--- src/rtl/spi_master_nss.sv ---
// SPI master with configurable word width, N active-low selects, all four CPOL/CPHA modes
// and MSB/LSB-first order; configuration is captured when START is accepted.
module spi_master_nss #(
    parameter int DW   = 8,
    parameter int NSS  = 4,
    parameter int DIVW = 4,
    parameter int SELW = 2
) (
    input  logic            clock,
    input  logic            rst,
    input  logic            start,
    input  logic [DW-1:0]   tx_data,
    input  logic [SELW-1:0] ss_sel,
    input  logic [DIVW-1:0] clk_div,
    input  logic            c_pol,
    input  logic            c_ph,
    input  logic            lsb_first,
    input  logic            miso,
    output logic            sck,
    output logic            mosi,
    output logic [NSS-1:0]  ss_n,
    output logic            busy,
    output logic            done,
    output logic [DW-1:0]   rx_data,
    output logic [1:0]      state_dbg
);

    // Handshake: START is accepted on any clock edge where the FSM is IDLE (BUSY=0),
    // including the DONE cycle; START seen while BUSY=1 is dropped, never queued.
    typedef enum logic [1:0] {
        IDLE  = 2'd0,
        SETUP = 2'd1,
        SHIFT = 2'd2,
        HOLD  = 2'd3
    } state_t;

    localparam int ECW = $clog2(2 * DW + 1);
    localparam logic [ECW-1:0] LAST_EDGE = ECW'(2 * DW);

    state_t          state;
    state_t          state_next;
    logic [DIVW-1:0] div_q;
    logic [DIVW-1:0] div_cnt;
    logic [ECW-1:0]  edge_cnt;
    logic [ECW-1:0]  edge_next;
    logic            cpha_q;
    logic            lsb_q;
    logic [DW-1:0]   tx_sr;
    logic [DW-1:0]   rx_sr;
    logic [DW-1:0]   tx_shifted;
    logic [NSS-1:0]  ss_dec;
    logic            tick;
    logic            accept;
    logic            edge_fire;
    logic            edge_lead;
    logic            do_sample;
    logic            do_update;
    logic            finish;

    assign state_dbg = state;

    // An out-of-range index matches no select, so every SS_N line stays high.
    always_comb begin
        ss_dec = '1;
        for (int i = 0; i < NSS; i++) begin
            if (ss_sel == SELW'(i)) ss_dec[i] = 1'b0;
        end
    end

    always_comb begin
        state_next = state;
        accept     = 1'b0;
        edge_fire  = 1'b0;
        finish     = 1'b0;
        tick       = (div_cnt == div_q);
        edge_next  = edge_cnt + 1'b1;
        case (state)
            IDLE: begin
                if (start) begin
                    accept     = 1'b1;
                    state_next = SETUP;
                end
            end
            SETUP: begin
                if (tick) begin
                    edge_fire  = 1'b1;
                    state_next = SHIFT;
                end
            end
            SHIFT: begin
                // After the last edge one more half-period elapses before HOLD.
                if (tick) begin
                    if (edge_cnt == LAST_EDGE) state_next = HOLD;
                    else edge_fire = 1'b1;
                end
            end
            HOLD: begin
                if (tick) begin
                    finish     = 1'b1;
                    state_next = IDLE;
                end
            end
            default: state_next = IDLE;
        endcase
        edge_lead  = edge_next[0];
        do_sample  = edge_fire && (cpha_q ? !edge_lead : edge_lead);
        do_update  = edge_fire && (cpha_q ? (edge_lead && (edge_next != ECW'(1)))
                                          : (!edge_lead && (edge_next != LAST_EDGE)));
        tx_shifted = lsb_q ? (tx_sr >> 1) : (tx_sr << 1);
    end

    always_ff @(posedge clock or negedge rst) begin
        if (!rst) state <= IDLE;
        else      state <= state_next;
    end

    always_ff @(posedge clock or negedge rst) begin
        if (!rst) begin
            sck      <= 1'b0;
            mosi     <= 1'b0;
            ss_n     <= '1;
            busy     <= 1'b0;
            done     <= 1'b0;
            rx_data  <= '0;
            div_q    <= '0;
            div_cnt  <= '0;
            edge_cnt <= '0;
            cpha_q   <= 1'b0;
            lsb_q    <= 1'b0;
            tx_sr    <= '0;
            rx_sr    <= '0;
        end else begin
            done <= 1'b0;
            if (state != IDLE) div_cnt <= tick ? '0 : div_cnt + 1'b1;
            if (state == IDLE) sck <= c_pol;
            if (accept) begin
                div_q    <= clk_div;
                cpha_q   <= c_ph;
                lsb_q    <= lsb_first;
                tx_sr    <= tx_data;
                rx_sr    <= '0;
                ss_n     <= ss_dec;
                busy     <= 1'b1;
                div_cnt  <= '0;
                edge_cnt <= '0;
                mosi     <= lsb_first ? tx_data[0] : tx_data[DW-1];
            end
            if (edge_fire) begin
                sck      <= ~sck;
                edge_cnt <= edge_next;
            end
            if (do_sample) begin
                rx_sr <= lsb_q ? {miso, rx_sr[DW-1:1]} : {rx_sr[DW-2:0], miso};
            end
            if (do_update) begin
                tx_sr <= tx_shifted;
                mosi  <= lsb_q ? tx_shifted[0] : tx_shifted[DW-1];
            end
            if (finish) begin
                ss_n    <= '1;
                busy    <= 1'b0;
                done    <= 1'b1;
                rx_data <= rx_sr;
            end
        end
    end

endmodule

--- config.mk ---
export PLATFORM = sky130hd
export DESIGN_NAME = spi_master_nss
export DESIGN_NICKNAME = d
export VERILOG_FILES = /design/src/rtl/spi_master_nss.sv
export SDC_FILE = /design/constraint.sdc
export NUM_CORES = 1
export LEC_CHECK = 0
export BUFFER_PORTS_ARGS = -buffer_cell sky130_fd_sc_hd__buf_2
export CORE_AREA = 10 10 80 95
export DETAILED_ROUTE_END_ITERATION = 8
export DIE_AREA = 0 0 90 105
export PLACE_DENSITY_LB_ADDON = 0.25
export SLEW_MARGIN = 20
export SYNTH_ARGS = -nofsm -noshare
export SYNTH_HDL_FRONTEND = slang
export SYNTH_SLANG_ARGS = --single-unit
export TNS_END_PERCENT = 100
--- constraint.sdc ---
create_clock -name clock -period 2.75 [get_ports clock]
set_clock_uncertainty 0.05 [all_clocks]
set_input_delay 0.1375 -clock clock [delete_from_list [all_inputs] [get_ports clock]]
set_output_delay 0.1375 -clock clock [all_outputs]
set_load 0.05 [all_outputs]
==> results of run 1 <==
==> placed cells by master (no fill, tap or decap), types with 3 or more instances in the layout <==
cell type and n:
dfrtp_1 45, mux2i_1 44, buf_2 37, nand2_1 36, o21ai_0 9, mux2_2 9, inv_1 8, nor2_1 8
ha_1 7, buf_4 7, a21o_1 6, nand3_1 6, clkbuf_8 6, dlygate4sd3_1 6, xor2_1 4, a21oi_1 4
dfstp_2 4, xnor2_1 3, nand2b_1 3, nand3b_1 3
==> worst paths after layout <==
kind | end | slack, ns | start | cells past startpoint
max | tx_sr[3] | 0.58 | div_cnt[1] | 7
min | lsb_q | 0.009 | lsb_first | 3
max reg2reg | tx_sr[3] | 0.58 | div_cnt[1] | 7
min reg2reg | rx_data[7] | 0.45 | rx_data[7] | 1
max in group asynchronous | ss_n[1] | 1.73 | rst | 3
min in group asynchronous | rx_data[3] | 0.34 | rst | 2
==> layout make-up <==
type,count,area [sq um],area share (%)
clock inverters,1,30.0,1.01
repair buffers,50,298,10.0
multi-input cells,162,1200,40.3
clock buffers,7,86.3,2.91
well taps,80,100,3.37
flip-flops and latches,49,1230,41.4
inverters,8,30.0,1.01
==> cell families after synthesis <==
kind of cell | count (synthesis)
AND/OR/NAND/NOR | 68
multiplexers | 53
flip-flops | 49
AO/OA/AOI/OAI | 27
buffers and inverters | 20
XOR/XNOR | 7
adder cells (fa/ha/maj) | 7
==> flip-flops by register name (all words and copies together) (netlist names) <==
| name | count |
|---|---|
| ss_n | 4 |
| done | 1 |
| mosi | 1 |
| busy | 1 |
| edge_cnt | 5 |
| div_cnt | 4 |
| tx_sr | 8 |
| rx_sr | 8 |
| lsb_q | 1 |
| state_dbg | 2 |
| sck | 1 |
| cpha_q | 1 |
| rx_data | 8 |
| div_q | 4 |
==> routing by layer <==
layer	global-route usage [%]	routed length [um]	vias to the layer above
li1	-	-	877
met2	18.9	2490	30
met3	3.65	267	5
met4	2.73	59	0
met5	0	0	-
met1	13.6	2420	885
==> worst max-delay path: cells and delay by family, from the launching register on <==
| family | cells | cell delay (ns) |
|---|---|---|
| multiplexers | 1 | 0.20 |
| flip-flops | 1 | 0.43 |
| buffers and inverters | 2 | 0.44 |
| AO/OA/AOI/OAI | 1 | 0.14 |
| XOR/XNOR | 1 | 0.18 |
| AND/OR/NAND/NOR | 2 | 0.65 |
==> metrics by stage <==
stage          total power [mW]  hold slack [ns]  setup slack, ns  instances  utilization [%]
6_report                   3.30          0.00870            0.579        357             52.4
5_1_grt                    3.55           0.0338            0.350        357             52.4
4_1_cts                    3.34           0.0114            0.558        356             52.2
3_5_place_dp               2.79            0.291            0.591        343             49.3
3_3_place_gp               2.77            0.281            0.623        343             49.3
2_1_floorplan              2.42           -0.208            0.637        231                -
==> report_power, final <==
| part | internal (mW) | total (mW) | switching [mW] |
|---|---|---|---|
| clock | 0.297 | 0.530 | 0.233 |
| combinational | 0.576 | 1.51 | 0.938 |
| sequential | 1.00 | 1.26 | 0.255 |
| total | 1.88 | 3.30 | 1.43 |
==> flow_metrics.tcl, run 1 <==
set metrics [dict create \
    crit_path_start_kind "flop" \
    drt_iter0_drc 113 \
    syn_area_sq_um 2510 \
    synth-seq-area-share_pct 49.0 \
    slew_viol_final 0 \
    nets 304 \
    yosys.area.top_type "dfrtp_1" \
    postRouteAntennaNets 0 \
    leakage_nw 1.50 \
    synth-simple-area-share_pct 13.4 \
    h-tree-depth 2 \
    final_cell_area_sq_um 2970 \
    synthAdderAreaFrac_pct 3.49 \
    vias 1797 \
    cts_buffer_depth 2 \
    synth_nets 259 \
    finalCritPeriodShare_pct 78.9 \
    n_antenna_cell 0 \
    rows 30 \
    cts-resized-gates 0 \
    cp_cell_sequence "xor2_1 > nor4_4 > nand3_2 > buf_4 > a31oi_1 > buf_4 > mux2i_1" \
    initial_core_util_pct 44.3 \
    synth_cell_types 33 \
    fin_crit_ns 2.17 \
    hold_path.class "in2reg" \
    drtPass1Iterations 4 \
    postSynthCellCount 231 \
    yosysWarnings 0 \
    drc 0 \
    crit_path_frequent_cell "buf_4" \
    max-slew-margin-rel_pct 42.8 \
    hpwl_um 3640 \
    hold_viol_final 0 \
    avgSynthCellArea_sq_um 10.9 \
    ys_ff_latch 49 \
    syn_to_final_growth_pct 18.3 \
    synth_top_cell_area_share_pct 44.8 \
    fp.dieH_um 105 \
    crit_required_ns 2.92 \
    grt_overflow 0 \
    slowest_delay_ns 0.46 \
    synth_area_leaders "dfrtp_1 45%, mux2i_1 18%, nand2_1 5.4%, dfstp_2 4.2%, mux2_2 4.0%" \
    drt-vias-per-instance 5.03 \
    cts_made_buffers 5 \
    synth-edff-count 0 \
    hold_buffers 5 \
    setup_viol_count_final 0 \
    ys.flop_type "dfrtp_1" \
    tightest_slew_ns 0.857 \
    die_area_sq_um 9450 \
    wl_um 5230 \
    synth_compound_area_share_pct 6.78 \
    place_area_sq_um 2790 \
    design.core.area_sq_um 5670 \
    power_density_nw_per_um2 1110 \
    async_reset_ff_share_pct 100 \
    grt_antenna_before_repair 0 \
    rsz0062_at_grt "no" \
    root_buffer "clkbuf_8" \
    path_max_fanout 9 \
    synth_top_family_by_area "multiplexers" \
    clk_pin_slew_worst_paths_ns 0.09 \
    wl_per_cell_um 14.6 \
    status "complete, no violations" \
    yosysMostFrequentCell "dfrtp_1" \
    place_congestion 0.827 \
    grt_pass1_wl_um 9160 \
    maxCapViolCount 0 \
    io_pins 39 \
    die-width_um 90 \
    cpMaxStageDelayCell "nor4_4" \
    grt_max_degree 49 \
    fmax_mhz 461 \
    synthMuxAreaShare_pct 21.6 \
    fin_setup_tns_ns 0 \
    cts_sinks 49 \
    cp-end-kind "flop" \
    num-fill-cells 537 \
    cp.arrival_ns 2.34 \
    grt_pass1_vias 1939 \
    portBuffers 38 \
    cts_tree "yes" \
    cts_setup_buffers 0 \
    worstSkewPairLatency_ns 0.30 \
    criticalPathCategory "reg2reg" \
    synth-xor-area-share_pct 2.44 \
    ir_worst_vdd_v 0.000537 \
    final_layout_size_suffix_gt1_share_pct 23.8 \
    track_usage_pct 11.3 \
    synth_common_cells "45 x dfrtp_1, 44 x mux2i_1, 36 x nand2_1, 9 x mux2_2, 9 x o21ai_0" \
]
Note: power is estimated with default switching activity, not from simulation.
==> run 2, diff against run 1 <==
Clock period 2.75 ns to 2.1 ns, I/O delays scaled along.
==> run 2 against run 1 <==
Against the previous run: first-iteration DRC count is 14% lower; register-to-register slack got worse by 0.46 ns; via count increased by 0.78%; global-route usage is 0.30 points lower; critical path type unchanged; clock power is 32% higher; design area rose by 4.1%; setup slack worse by 0.46 ns; sequential share of layout area fell by 1.6 points; combinational power rose by 40%; die area stayed put; routed wire length rose by 0.15%; maximum frequency is 9.3% higher.
==> flow_metrics.tcl, run 2 (same netlist as run 1, synthesis figures left out) <==
set metrics [dict create \
    crit_required_ns 2.27 \
    initial_core_util_pct 44.3 \
    pwr-share-clk_pct 15.8 \
    final_layout_size_suffix_gt1_share_pct 26.9 \
    rows 30 \
    drc 0 \
    p_int_mw 2.52 \
    path_max_fanout 7 \
    cts_tree "yes" \
    setup_viol_count_final 0 \
    grt_max_degree 31 \
    fin_crit_ns 1.99 \
    cts_buffer_depth 2 \
    vias 1811 \
    grt_overflow 0 \
    max-slew-margin-rel_pct 67.8 \
    drt_iter0_drc 97 \
    hold_viol_final 0 \
    hpwl_um 3680 \
    cp-end-kind "flop" \
    criticalPathCategory "reg2reg" \
    place_area_sq_um 2860 \
    wl_um 5240 \
    nets 313 \
    track_usage_pct 11.0 \
    drt-vias-per-instance 4.95 \
    postRouteAntennaNets 0 \
    clk_pin_slew_worst_paths_ns 0.09 \
    leakage_nw 1.55 \
    cts_made_buffers 5 \
    grt_pass1_wl_um 8880 \
    portBuffers 38 \
    mostFrequentLayoutCell "dfrtp_1" \
    power_density_nw_per_um2 1430 \
    worstSkewPairLatency_ns 0.30 \
    h-tree-depth 2 \
    pwr-share-comb_pct 47.6 \
    n_antenna_cell 0 \
    reg.largest.list "rx_data (8), rx_sr (8), tx_sr (8)" \
    ir_worst_vdd_v 0.000787 \
    place_congestion 0.829 \
    fmax_mhz 504 \
    switching_share_pct 43.1 \
    hold_path.class "in2reg" \
    status "complete, no violations" \
    maxCapViolCount 0 \
    p_switching_mw 1.91 \
    utilization_pct 54.6 \
    die-width_um 90 \
    whs_ns 0.0410 \
    tightest_slew_ns 0.482 \
    cp.arrival_ns 2.16 \
    final_cell_mix "45 x dfrtp_1, 44 x mux2i_1, 38 x buf_2" \
    finalCritPeriodShare_pct 94.5 \
    final_cell_area_sq_um 3090 \
    root_buffer "clkbuf_8" \
    crit_path_start_kind "flop" \
    design.core.area_sq_um 5670 \
    fp.dieH_um 105 \
    cts_sinks 49 \
    slew_viol_final 0 \
    wl_per_cell_um 14.3 \
    io_pins 39 \
    syn_to_final_growth_pct 23.2 \
    drtPass1Iterations 4 \
    grt_antenna_before_repair 0 \
    grt_pass1_vias 1870 \
    power_frac_seq_pct 36.6 \
    die_area_sq_um 9450 \
]
[run 2: layout make-up]
type / count / area, sq um
clock buffer: 6 / 82.6
clock inverter: 2 / 37.5
fill: 506 / 2570
inverter: 8 / 30.0
multi-input combinational: 162 / 1210
sequential: 49 / 1230
tap: 80 / 100
timing repair buffer: 59 / 398
[run 2: timing repair]
item,4_1_cts,5_1_grt
resized for setup,0,7
endpoints found under the setup margin,0,9
hold endpoints to repair,25,0
buffers inserted,0,1
hold buffers,7,0
[run 2: worst paths after layout]
check | cells after the start | end | start | slack (ns)
worst min-delay path | 3 | tx_sr[4] | tx_data[4] | 0.04
worst max-delay path | 7 | tx_sr[0] | edge_cnt[0] | 0.11
min in group asynchronous | 2 | sck | rst | 0.24
max in group asynchronous | 3 | ss_n[2] | rst | 1.16
worst min register to register | 2 | div_q[2] | div_q[2] | 0.46
worst max register to register | 7 | tx_sr[0] | edge_cnt[0] | 0.11
[run 2: stage by stage]
stage          power [mW]  setup slack [ns]  TNS, ns  std cells
2_1_floorplan        3.18            0.0325        0        231
3_3_place_gp         3.70             0.158        0        349
3_5_place_dp         3.73             0.125        0        349
4_1_cts              4.46            0.0814        0        364
5_1_grt              4.77           -0.0262   -0.105        366
6_report             4.43             0.115        0        366
[run 2: critical path, cell delays in order, from the launching register on]
cell	delay [ns]
dfrtp_1	0.45
ha_2	0.25
and3_1	0.24
xnor2_1	0.14
a21o_1	0.21
a31oi_4	0.18
clkbuf_4	0.22
mux2i_1	0.18
[run 2: routing by layer]
| metal | up-vias | global-route usage [%] | routed length [um] |
|---|---|---|---|
| met5 | - | 0 | 0 |
| met4 | 0 | 2.39 | 59 |
| met3 | 6 | 3.29 | 194 |
| met2 | 34 | 17.1 | 2390 |
| met1 | 875 | 14.6 | 2590 |
| li1 | 896 | - | - |
[run 2: power groups by stage]
stage          Sequential [mW]  Clock [mW]  Combinational [mW]
3_3_place_gp              1.63           0                2.07
4_1_cts                   1.63       0.718                2.11
2_1_floorplan             2.05           0                1.13
5_1_grt                   1.67       0.751                2.35
3_5_place_dp              1.64           0                2.09
6_report                  1.62       0.700                2.11
